===== src/rtl/t01_button_debounce.sv =====
// Button debouncer with press/release edge pulses and hold-to-repeat.
// The divided newclk is edge-detected into a one-cycle sample tick.
// Every button runs in its own lane instance, fully independent of the others.

module t01_button_debounce_lane #(
    parameter int STABLE       = 4,
    parameter int REPEAT_DELAY = 50,
    parameter int REPEAT_RATE  = 10
) (
    input  logic clk,
    input  logic rst_n,
    input  logic i_tick,
    input  logic i_sync,
    output logic o_level,
    output logic o_press,
    output logic o_release,
    output logic o_repeat
);
    localparam int CW   = (STABLE > 1) ? $clog2(STABLE) : 1;
    localparam int RMAX = (REPEAT_DELAY > REPEAT_RATE) ? REPEAT_DELAY : REPEAT_RATE;
    localparam int RW   = $clog2(RMAX + 1);

    // Terminal counts are stored minus one, so "rcnt+1 == N" becomes "rcnt == N-1"
    // and the counters never need an extra carry bit.
    localparam logic [CW-1:0] CNT_LAST  = CW'(STABLE - 1);
    localparam logic [RW-1:0] DLY_LAST  = RW'(REPEAT_DELAY - 1);
    localparam logic [RW-1:0] RATE_LAST = RW'(REPEAT_RATE - 1);

    typedef enum logic [1:0] {S_IDLE, S_DELAY, S_RPT} state_t;

    logic [CW-1:0] r_cnt;
    logic          r_level;
    logic          r_press;
    logic          r_release;
    logic          r_repeat;
    state_t        r_state;
    logic [RW-1:0] r_rcnt;

    state_t        w_state_nx;
    logic [RW-1:0] w_rcnt_nx;
    logic          w_repeat_nx;
    logic          w_accept;

    // A level change is accepted on the STABLE-th consecutive differing sample.
    assign w_accept = i_tick & (i_sync != r_level) & (r_cnt == CNT_LAST);

    // Debounce counter, debounced level and registered press/release pulses.
    always_ff @(posedge clk or negedge rst_n) begin
        if (!rst_n) begin
            r_cnt     <= '0;
            r_level   <= 1'b0;
            r_press   <= 1'b0;
            r_release <= 1'b0;
        end else begin
            r_press   <= 1'b0;
            r_release <= 1'b0;
            if (i_tick) begin
                if (i_sync == r_level) begin
                    r_cnt <= '0;
                end else if (w_accept) begin
                    r_cnt     <= '0;
                    r_level   <= i_sync;
                    r_press   <= i_sync;
                    r_release <= ~i_sync;
                end else begin
                    r_cnt <= r_cnt + 1'b1;
                end
            end
        end
    end

    // Repeat FSM state, tick counter and registered repeat pulse.
    always_ff @(posedge clk or negedge rst_n) begin
        if (!rst_n) begin
            r_state  <= S_IDLE;
            r_rcnt   <= '0;
            r_repeat <= 1'b0;
        end else begin
            r_state  <= w_state_nx;
            r_rcnt   <= w_rcnt_nx;
            r_repeat <= w_repeat_nx;
        end
    end

    // Next state: an accepted release beats any repeat due on the same tick;
    // the acceptance tick of a press is not counted toward the delay.
    always_comb begin
        w_state_nx  = r_state;
        w_rcnt_nx   = r_rcnt;
        w_repeat_nx = 1'b0;
        if (i_tick) begin
            if (w_accept) begin
                w_rcnt_nx  = '0;
                w_state_nx = i_sync ? S_DELAY : S_IDLE;
            end else begin
                unique case (r_state)
                    S_DELAY: begin
                        if (r_rcnt == DLY_LAST) begin
                            w_repeat_nx = 1'b1;
                            w_rcnt_nx   = '0;
                            w_state_nx  = S_RPT;
                        end else begin
                            w_rcnt_nx = r_rcnt + 1'b1;
                        end
                    end
                    S_RPT: begin
                        if (r_rcnt == RATE_LAST) begin
                            w_repeat_nx = 1'b1;
                            w_rcnt_nx   = '0;
                        end else begin
                            w_rcnt_nx = r_rcnt + 1'b1;
                        end
                    end
                    default: begin
                        w_rcnt_nx = '0;
                    end
                endcase
            end
        end
    end

    assign o_level   = r_level;
    assign o_press   = r_press;
    assign o_release = r_release;
    assign o_repeat  = r_repeat;
endmodule

module t01_button_debounce #(
    parameter int NBTN         = 4,
    parameter int STABLE       = 4,
    parameter int REPEAT_DELAY = 50,
    parameter int REPEAT_RATE  = 10
) (
    input  logic            clk,
    input  logic            rst_n,
    input  logic            newclk,
    input  logic [NBTN-1:0] btn_raw,
    output logic [NBTN-1:0] btn_level,
    output logic [NBTN-1:0] btn_press,
    output logic [NBTN-1:0] btn_release,
    output logic [NBTN-1:0] btn_repeat
);
    logic [NBTN-1:0] r_sync1;
    logic [NBTN-1:0] r_sync2;
    logic            r_newclk_q;
    logic            w_tick;

    // Two-flop synchronizer for the raw buttons, plus newclk edge history.
    // newclk_q resets high so a newclk already high at reset exit is not a tick.
    always_ff @(posedge clk or negedge rst_n) begin
        if (!rst_n) begin
            r_sync1    <= '0;
            r_sync2    <= '0;
            r_newclk_q <= 1'b1;
        end else begin
            r_sync1    <= btn_raw;
            r_sync2    <= r_sync1;
            r_newclk_q <= newclk;
        end
    end

    assign w_tick = newclk & ~r_newclk_q;

    for (genvar g = 0; g < NBTN; g++) begin : g_lane
        t01_button_debounce_lane #(
            .STABLE       (STABLE),
            .REPEAT_DELAY (REPEAT_DELAY),
            .REPEAT_RATE  (REPEAT_RATE)
        ) u_lane (
            .clk       (clk),
            .rst_n     (rst_n),
            .i_tick    (w_tick),
            .i_sync    (r_sync2[g]),
            .o_level   (btn_level[g]),
            .o_press   (btn_press[g]),
            .o_release (btn_release[g]),
            .o_repeat  (btn_repeat[g])
        );
    end
endmodule


===== config.mk =====
export PLATFORM = sky130hd
export DESIGN_NAME = t01_button_debounce
export DESIGN_NICKNAME = d
export VERILOG_FILES = /design/src/rtl/t01_button_debounce.sv
export SDC_FILE = /design/constraint.sdc
export NUM_CORES = 1
export LEC_CHECK = 0
export CORE_MARGIN = 5
export CORE_UTILIZATION = 58
export DETAILED_ROUTE_END_ITERATION = 10
export PLACE_DENSITY = 0.87
export SYNTH_ARGS = -nofsm -noshare
export SYNTH_HDL_FRONTEND = slang
export SYNTH_SLANG_ARGS = --single-unit

===== constraint.sdc =====
create_clock -name clk -period 1.86 [get_ports clk]
set_clock_uncertainty 0.05 [all_clocks]
set_input_delay 0.372 -clock clk [delete_from_list [all_inputs] [get_ports clk]]
set_output_delay 0.372 -clock clk [all_outputs]
set_load 0.05 [all_outputs]

**Yosys cells after proc, flatten, opt, wreduce, memory -nomap -nowiden**

Cells that the tools add are included.

- $add $sub $neg: 8
- Equality and inequality tests: 28
- Multiplexer cells: 84
- Bitwise operators: 18
- Reduce and logical (&&, ||, !) cells: 16

Operators by type and width:

| operator | number |
|---|---|
| 6-bit 2-to-1 mux | 12 |
| 6-bit case mux with 2 select lines | 4 |
| 1-bit 2-to-1 mux | 44 |
| 2-bit 2-to-1 mux | 20 |
| 6-bit by 1-bit adder with 6-bit output, second input constant | 4 |
| 6-bit by 4-bit == test with 1-bit output, second input constant | 4 |
| 6-bit == test, second input constant | 4 |
| 3-bit AND reduction | 8 |
| 2-bit == test, second input constant | 8 |
| 2-bit nonzero test | 8 |
| 1-bit bitwise AND | 9 |
| 1-bit inverter | 9 |
| 2-bit by 1-bit adder with 2-bit output, second input constant | 4 |
| 2-bit by 1-bit == test with 1-bit output, second input constant | 4 |
| 1-bit case mux with 2 select lines | 4 |
| 1-bit == test | 4 |
| 1-bit inequality test | 4 |

- Bits in registers: 65
- Output and inout bits: 16
- Word-level logic and storage cells: 185

**Longest topological paths before layout**

Gate-level depths: netlist of the first run.

- Depth after elaboration: 7
- Gate-level depth with buffers: 7
- Gate-level depth less buffers: 7

**Modules after synthesis**

From an unflattened synthesis of the first run, not the netlist that was laid out.

- Cell total of the unflattened synthesis: 346
- Area, all modules: 3683.5 um2

By module, submodules not included:

| module | instances | cells each | area each (um2) |
|---|---|---|---|
| t01_button_debounce_lane | 4 | 84 | 860.8 |
| t01_button_debounce | 1 | 10 | 240.2 |

**Worst setup path before layout of the first run**

OpenSTA, ideal clock, no wires.

- Kind: flip-flop to flip-flop
- Start point: register g_lane[3].u_lane.r_rcnt[1]
- End point: register g_lane[3].u_lane.r_rcnt[3]
- Data arrival time: 1.456 ns
- Required time: 1.678 ns
- Setup slack: 0.222 ns
- Stages on the path, launching flop included: 8
- Period minus slack after synthesis: 1.638 ns
- Path through: dfrtp_1 inv_1 ha_1 nor2b_1 a31oi_1 o21ai_1 o21ai_0 o2bb2ai_1

- Word-level cells in the longest chain between the ends: 4
- Elaborated cells between the ends (all ways): 7
- Classes of those cells: 1 x add/sub; 2 x eq/ne; 4 x mux

RTL lines:

| item | line | RTL |
|---|---|---|
| start: declaration | 37 | `logic [RW-1:0] r_rcnt;` |
| start signal: assignment | 80 | `r_rcnt <= w_rcnt_nx;` |
| 6-bit by 1-bit adder with 6-bit output (tied with other cells) | 103, 111 |  |
| 6-bit 2-to-1 mux (on tied branches) | 107, 98 |  |
| 6-bit case mux with 2 select lines * | 96 | `unique case (r_state)` |
| 6-bit 2-to-1 mux * | 92 | `if (w_accept) begin` |

Mark *: on every way between the ends. The rest lies on a longest branch, timed or not.
A chain may end at the register's enable or synchronous reset.

**Worst setup path after layout of the first run**

- Start point: register g_lane[1].u_lane.r_rcnt[0]
- End point: register g_lane[1].u_lane.r_rcnt[5]

- Word-level cells in the longest chain between the ends: 4
- Elaborated cells between the ends (all ways): 7
- Classes of those cells: 1 x add/sub; 2 x eq/ne; 4 x mux

RTL lines:

| item | line |
|---|---|
| start: declaration | 37 |
| start signal: assignment | 80 |
| 6-bit by 1-bit adder with 6-bit output (tied with other cells) | 103, 111 |
| 6-bit 2-to-1 mux (on tied branches) | 107, 98 |
| 6-bit case mux with 2 select lines * | 96 |
| 6-bit 2-to-1 mux * | 92 |

Marked as above.

==> results.sh, run 1 <==
export IMPL_start_util_pct=59.2
export IMPL_fillers=406
export IMPL_insertedDiodeCount=0
export IMPL_grt_pass1_wl_um=10400
export IMPL_synth_fp_nets=352
export IMPL_synth_top_area_share_pct=49.5
export IMPL_slew_headroom_pct=74.7
export IMPL_worst_path_max_fanout=4
export IMPL_yosys_warnings=0
export IMPL_reg2reg_depth=6
export IMPL_end_kind="register"
export IMPL_hold_end="r_sync2[3]"
export IMPL_cp_required_ns=2.06
export IMPL_whs_path_depth=0
export IMPL_rows=27
export IMPL_worstHoldPathType="reg2reg"
export IMPL_cts_root_buf="clkbuf_8"
export IMPL_seq_power_share_pct=41.4
export IMPL_globalplace_congestion=0.827
export IMPL_yosysMostFrequentCell="dfrtp_1"
export IMPL_maxSlewViolCount=0
export IMPL_r2r_end="g_lane[1].u_lane.r_rcnt[5]"
export IMPL_antenna_violating_nets_post_route=0
export IMPL_die_h_um=84.7
export IMPL_antenna_found_initial=0
export IMPL_h_tree_depth=3
export IMPL_drc=0
export IMPL_synth_commonest_cells="64 x dfrtp_1, 34 x nand2_1, 22 x inv_1"
export IMPL_power_density_nw_per_um2=1270
export IMPL_total_power_mw=4.75
export IMPL_clock_path_buffers=2
export IMPL_p_clk_share_pct=24.9
export IMPL_cts_sinks=65
export IMPL_max_freq_mhz=579
export IMPL_fin_nets=380
export IMPL_firstDrtPassIters=6
export IMPL_comb_power_share_pct=33.6
export IMPL_worst_pin_slew_ns=0.378
export IMPL_ir_worst_vdd_mv=0.568
export IMPL_worstHoldStart="r_sync1[3]"
export IMPL_r2r_start="g_lane[1].u_lane.r_rcnt[0]"
export IMPL_grt_use_total_pct=18.0
export IMPL_final_cells=430
export IMPL_clk_latency_ns=0.34
export IMPL_place_hpwl_um=3980
export IMPL_avgSynthCellArea_um2=9.96
export IMPL_layout_drive_gt1_share_pct=19.0
export IMPL_coreArea_um2=5470
export IMPL_synth_cells=325
export IMPL_p_int_mw=3.08
export IMPL_place_inst=409
export IMPL_r2r_slack_ns=0.13
export IMPL_worst_setup_path_start_kind="register"
export IMPL_synth_area_leaders="dfrtp_1 49%, ha_1 7.7%, nand2_1 3.9%"
export IMPL_finalWirelength_um=6060
export IMPL_wl_per_cell_um=14.1
export IMPL_min_period_ns=1.73
export IMPL_synthesis_area_um2=3240
export IMPL_synth_cell_types=42
export IMPL_grt_pass1_vias=2385
export IMPL_critical_path_class="reg2reg"
export IMPL_routed_via_count=2440
export IMPL_ys_ff_latch=65
export IMPL_gr_total_overflow=0
export IMPL_power_leakage_nw=1.82
export IMPL_yosysTopAreaCell="dfrtp_1"
export IMPL_dieArea_um2=7180
export IMPL_die_w_um=84.7
export IMPL_clk_pin_slew_ns=0.07
export IMPL_grt_max_degree=53
export IMPL_utilization_pct=68.1
export IMPL_hold_viol=0
export IMPL_arrival_ns=1.93
export IMPL_status="complete, no violations"
export IMPL_drt_initial_drc_count=97
export IMPL_synth_edff_count=0
export IMPL_min_period_over_period_pct=92.9
export IMPL_area_growth_pct=15.1
export IMPL_cts_buffers=9
export IMPL_swShare_pct=35.1
export IMPL_vias_per_cell=5.67
export IMPL_p_sw_mw=1.67
export IMPL_setup_viol=0
export IMPL_yosysSeqAreaShare_pct=50.3
export IMPL_io_pin_count=23
export IMPL_synth_async_reset_ratio_pct=100
export IMPL_port_buffers=22
export IMPL_dominantRegCellSynth="dfrtp_1"
export IMPL_tritoncts="done"
export IMPL_maxCapViolations=0
## layout by cell type, fill, tap and decap left out, types with 4 or more instances in the layout
cell type,netlist,final
o2bb2ai_1,6,6
and3_1,6,6
nor3_1,12,12
dfrtp_1,64,64
nand3_1,19,19
nor2b_1,8,6
a22o_1,4,4
inv_1,22,22
clkbuf_8,0,10
ha_1,20,19
a21oi_1,8,8
buf_4,16,34
a31oi_1,9,9
xor2_1,4,4
a21o_1,8,8
nor2_1,19,19
clkdlybuf4s50_1,0,5
o21ai_0,16,15
nand4_1,4,4
o31ai_1,6,5
nand2_1,34,34
o21ai_2,1,4
## metal layers
metal	wire, um	up-vias	global-route usage [%]
met5	0	-	0
li1	-	1176	-
met2	3150	51	31.2
met4	128	0	7.63
met3	255	14	6.58
met1	2520	1199	19.8
## worst max-delay path: stages (launching register included)
cell	delay, ns
dfrtp_1	0.42
ha_2	0.21
nor2b_1	0.15
a31oi_2	0.21
o21ai_2	0.10
or2_4	0.26
o31ai_1	0.23
## power by group through the flow
stage                     clock network [mW]  logic, mW  registers (mW)
after floorplan                            0       1.10            1.91
after global placement                     0       1.37            1.97
after detailed placement                   0       1.44            1.99
after CTS                               1.21       1.47            1.97
after global routing                    1.28       1.78            2.01
final                                   1.18       1.60            1.97
## flip-flops by register name, indices dropped and copies added (netlist names)
signal	count
g_lane.u_lane.o_level	4
g_lane.u_lane.o_press	4
g_lane.u_lane.o_release	4
g_lane.u_lane.o_repeat	4
g_lane.u_lane.r_cnt	8
g_lane.u_lane.r_rcnt	24
g_lane.u_lane.r_state	8
r_newclk_q	1
r_sync1	4
r_sync2	4
## how the worst max path moves through the flow
stage / from / to / slack (ns) / depth (start not counted)
floorplan: g_lane[3].u_lane.r_rcnt[1] / g_lane[3].u_lane.r_rcnt[3] / 0.22 / 7
global placement: newclk / g_lane[2].u_lane.r_rcnt[3] / -0.19 / 7
detailed placement: newclk / g_lane[0].u_lane.r_rcnt[2] / -0.23 / 7
CTS: g_lane[2].u_lane.r_rcnt[1] / g_lane[2].u_lane.r_rcnt[3] / 0.02 / 7
global route: g_lane[1].u_lane.r_rcnt[0] / g_lane[1].u_lane.r_rcnt[1] / -0.01 / 7
finish: g_lane[1].u_lane.r_rcnt[0] / g_lane[1].u_lane.r_rcnt[5] / 0.13 / 6
## cell type report
cell class	count	area (um2)	area share, %
tap	72	90.1	2.42
timing repair buffer	42	340	9.13
multi-input combinational	213	1390	37.3
sequential	65	1630	43.7
clock inverter	5	55.1	1.48
clock buffer	11	141	3.79
inverter	22	82.6	2.22
## through the flow
step | hold WS [ns] | instance area (um2) | setup TNS [ns] | setup WS, ns
6_report | 0.300 | 3730 | 0 | 0.132
4_1_cts | 0.302 | 3670 | 0 | 0.0236
3_3_place_gp | 0.239 | 3460 | -3.59 | -0.193
5_1_grt | 0.311 | 3730 | -0.0135 | -0.0135
3_5_place_dp | 0.244 | 3460 | -5.13 | -0.229
2_1_floorplan | 0.0264 | 3240 | 0 | 0.222
## repair_timing
item                                    CTS  global route
hold buffers                              1             0
setup buffers                             0             4
endpoints found under the hold margin    12             0
endpoints found under the setup margin    1            17
cloned                                    0             0
pin swaps                                 0             5
gates resized for setup                   1             8
## cells by family (layout without fill, tap and decap cells)
kind of cell             Yosys count  in the layout  synth area share (%)
XOR/XNOR                           4              4                  1.08
AND/OR/NAND/NOR                  113            113                  16.8
AO/OA/AOI/OAI                     75             75                  16.0
flip-flops                        65             65                  50.3
multiplexers                       1              1                 0.309
adder cells (fa/ha/maj)           20             20                  7.73
buffers and inverters             47             80                  7.73
Note: power is estimated with default switching activity, not from simulation.
==> run 2: changes to the inputs <==
CORE_ASPECT_RATIO = 1.2   (was not set)
GPL_TIMING_DRIVEN = 0   (was not set)
==> run 2 against run 1 <==
Net effect:
- final area is 2.7% higher
- critical path depth down 4
- first-iteration DRC count increased by 52%
- hold slack improved by 0.0060 ns
- global-route usage grew 1.7 points
==> results.sh, run 2 (synthesis gave the netlist of run 1 again) <==
export IMPL_status="complete, no violations"
export IMPL_critical_path_buf_inv_count=2
export IMPL_worstPathCellList="buf_4, dlygate4sd2_1"
export IMPL_cp_top_family="buffers and inverters"
export IMPL_setup_viol=0
export IMPL_gr_total_overflow=0
export IMPL_grt_max_degree=43
export IMPL_grt_pass1_vias=2539
export IMPL_mostFrequentLayoutCell="dfrtp_1"
export IMPL_finalWirelength_um=6480
export IMPL_antenna_found_initial=0
export IMPL_power_leakage_nw=1.93
export IMPL_io_pin_count=23
export IMPL_min_period_ns=1.81
export IMPL_max_freq_mhz=554
export IMPL_end_kind="output pin"
export IMPL_tritoncts="done"
export IMPL_largestRegisters="g_lane.u_lane.r_rcnt (24), g_lane.u_lane.r_cnt (8), g_lane.u_lane.r_state (8)"
export IMPL_grt_pass1_wl_um=11200
export IMPL_ir_worst_vdd_mv=0.550
export IMPL_regArea_um2=1630
export IMPL_slowest_delay_ns=0.51
export IMPL_clk_latency_ns=0.35
export IMPL_start_util_pct=60.3
export IMPL_worstHoldPathType="reg2reg"
export IMPL_arrival_ns=1.38
export IMPL_vias_per_cell=5.68
export IMPL_layout_drive_gt1_share_pct=18.0
export IMPL_power_density_nw_per_um2=1230
export IMPL_place_hpwl_um=4270
export IMPL_worst_path_max_fanout=3
export IMPL_multi_input_area_um2=1410
export IMPL_clock_path_buffers=2
export IMPL_slew_headroom_pct=60.7
export IMPL_coreArea_um2=5370
export IMPL_met2_usage_pct=34.2
export IMPL_die_h_um=91.9
export IMPL_worst_pin_slew_ns=0.590
export IMPL_grt_use_total_pct=19.7
export IMPL_worst_setup_path_start_kind="register"
export IMPL_insertedDiodeCount=0
export IMPL_min_period_over_period_pct=97.1
export IMPL_drc=0
export IMPL_routed_via_count=2465
export IMPL_cpMaxStageDelayCell="dlygate4sd2_1"
export IMPL_drt_initial_drc_count=147
export IMPL_die_w_um=78.2
export IMPL_maxSlewViolCount=0
export IMPL_whs_ns=0.306
export IMPL_gr_usage_met3_pct=4.80
export IMPL_cp_required_ns=1.44
export IMPL_cts_sinks=65
export IMPL_maxCapViolations=0
export IMPL_wl_per_cell_um=14.9
export IMPL_globalplace_congestion=0.825
export IMPL_h_tree_depth=3
export IMPL_grt_util_met1_pct=22.5
export IMPL_port_buffers=22
export IMPL_postLayoutCellArea_um2=3830
export IMPL_hold_viol=0
export IMPL_area_growth_pct=18.2
export IMPL_largest_register_ff_count=24
export IMPL_antenna_violating_nets_post_route=0
export IMPL_fillers=396
export IMPL_rows=29
export IMPL_firstDrtPassIters=4
export IMPL_cts_root_buf="clkbuf_8"
export IMPL_critical_path_class="reg2out"
export IMPL_fin_nets=394
export IMPL_top_usage_layer="met2"
export IMPL_clk_pin_slew_ns=0.07
export IMPL_dieArea_um2=7180
export IMPL_dpl_instance_area_um2=3550
export IMPL_largest_register="g_lane.u_lane.r_rcnt"
export IMPL_cts_buffers=9
export IMPL_layout_common_cells="63 x dfrtp_1, 34 x nand2_1, 23 x buf_4"
==> run 2: worst reg2reg max path, stage by stage, from the launching register on <==
cell,delay (ns)
dfrtp_1,0.40
inv_1,0.06
ha_1,0.14
nor2b_2,0.24
a31oi_1,0.18
o21ai_2,0.33
o21ai_0,0.15
o2bb2ai_1,0.13
==> run 2: final timing paths <==
kind                                             from                         end  slack (ns)  cells after the start
setup reg to reg           g_lane[2].u_lane.r_rcnt[1]  g_lane[2].u_lane.r_rcnt[3]        0.08                      7
min in group asynchronous                       rst_n    g_lane[1].u_lane.o_level        0.49                      2
max in group asynchronous                       rst_n                  r_newclk_q        0.62                      3
setup / recovery             g_lane[1].u_lane.o_level                btn_level[1]        0.05                      2
hold reg to reg                            r_sync1[0]                  r_sync2[0]        0.31                      0
hold / removal                             r_sync1[0]                  r_sync2[0]        0.31                      0
==> run 2: timing repair <==
action                                  4_1_cts  5_1_grt
pin swaps                                     0        4
setup buffers                                 0        7
hold endpoints to repair                     23        0
hold buffers                                  1        0
resized for setup                            19       13
endpoints found under the setup margin       21       13
==> run 2: stage by stage <==
stage               setup TNS (ns)  std cells  total power [mW]  setup WS [ns]  utilization (%)
floorplan                        0        325              3.01          0.222                -
global placement           -114.98        409              3.30          -1.66             65.8
detailed placement           -9.29        410              3.40         -0.341             66.1
CTS                              0        427              4.49         0.0392             69.4
global route               -0.0391        434              5.02        -0.0264             71.2
finish                           0        434              4.70         0.0535             71.2
==> run 2: layer usage <==
layer	routed length (um)	vias up
met5	0	-
met4	123	0
met3	274	14
met2	3320	51
met1	2770	1197
li1	-	1203
==> run 2: report_power, final <==
part | internal, mW | switching, mW
Clock | 0.550 | 0.535
Combinational | 0.744 | 0.905
Sequential | 1.70 | 0.272
==> run 2: area by class of cell <==
class	instances	share of cell area [%]
multi-input combinational	213	37.0
inverter	22	2.16
tap	62	2.03
clock buffer	13	4.15
timing repair buffer	31	7.26
buffer	25	4.48
sequential	65	42.6
clock inverter	3	0.392
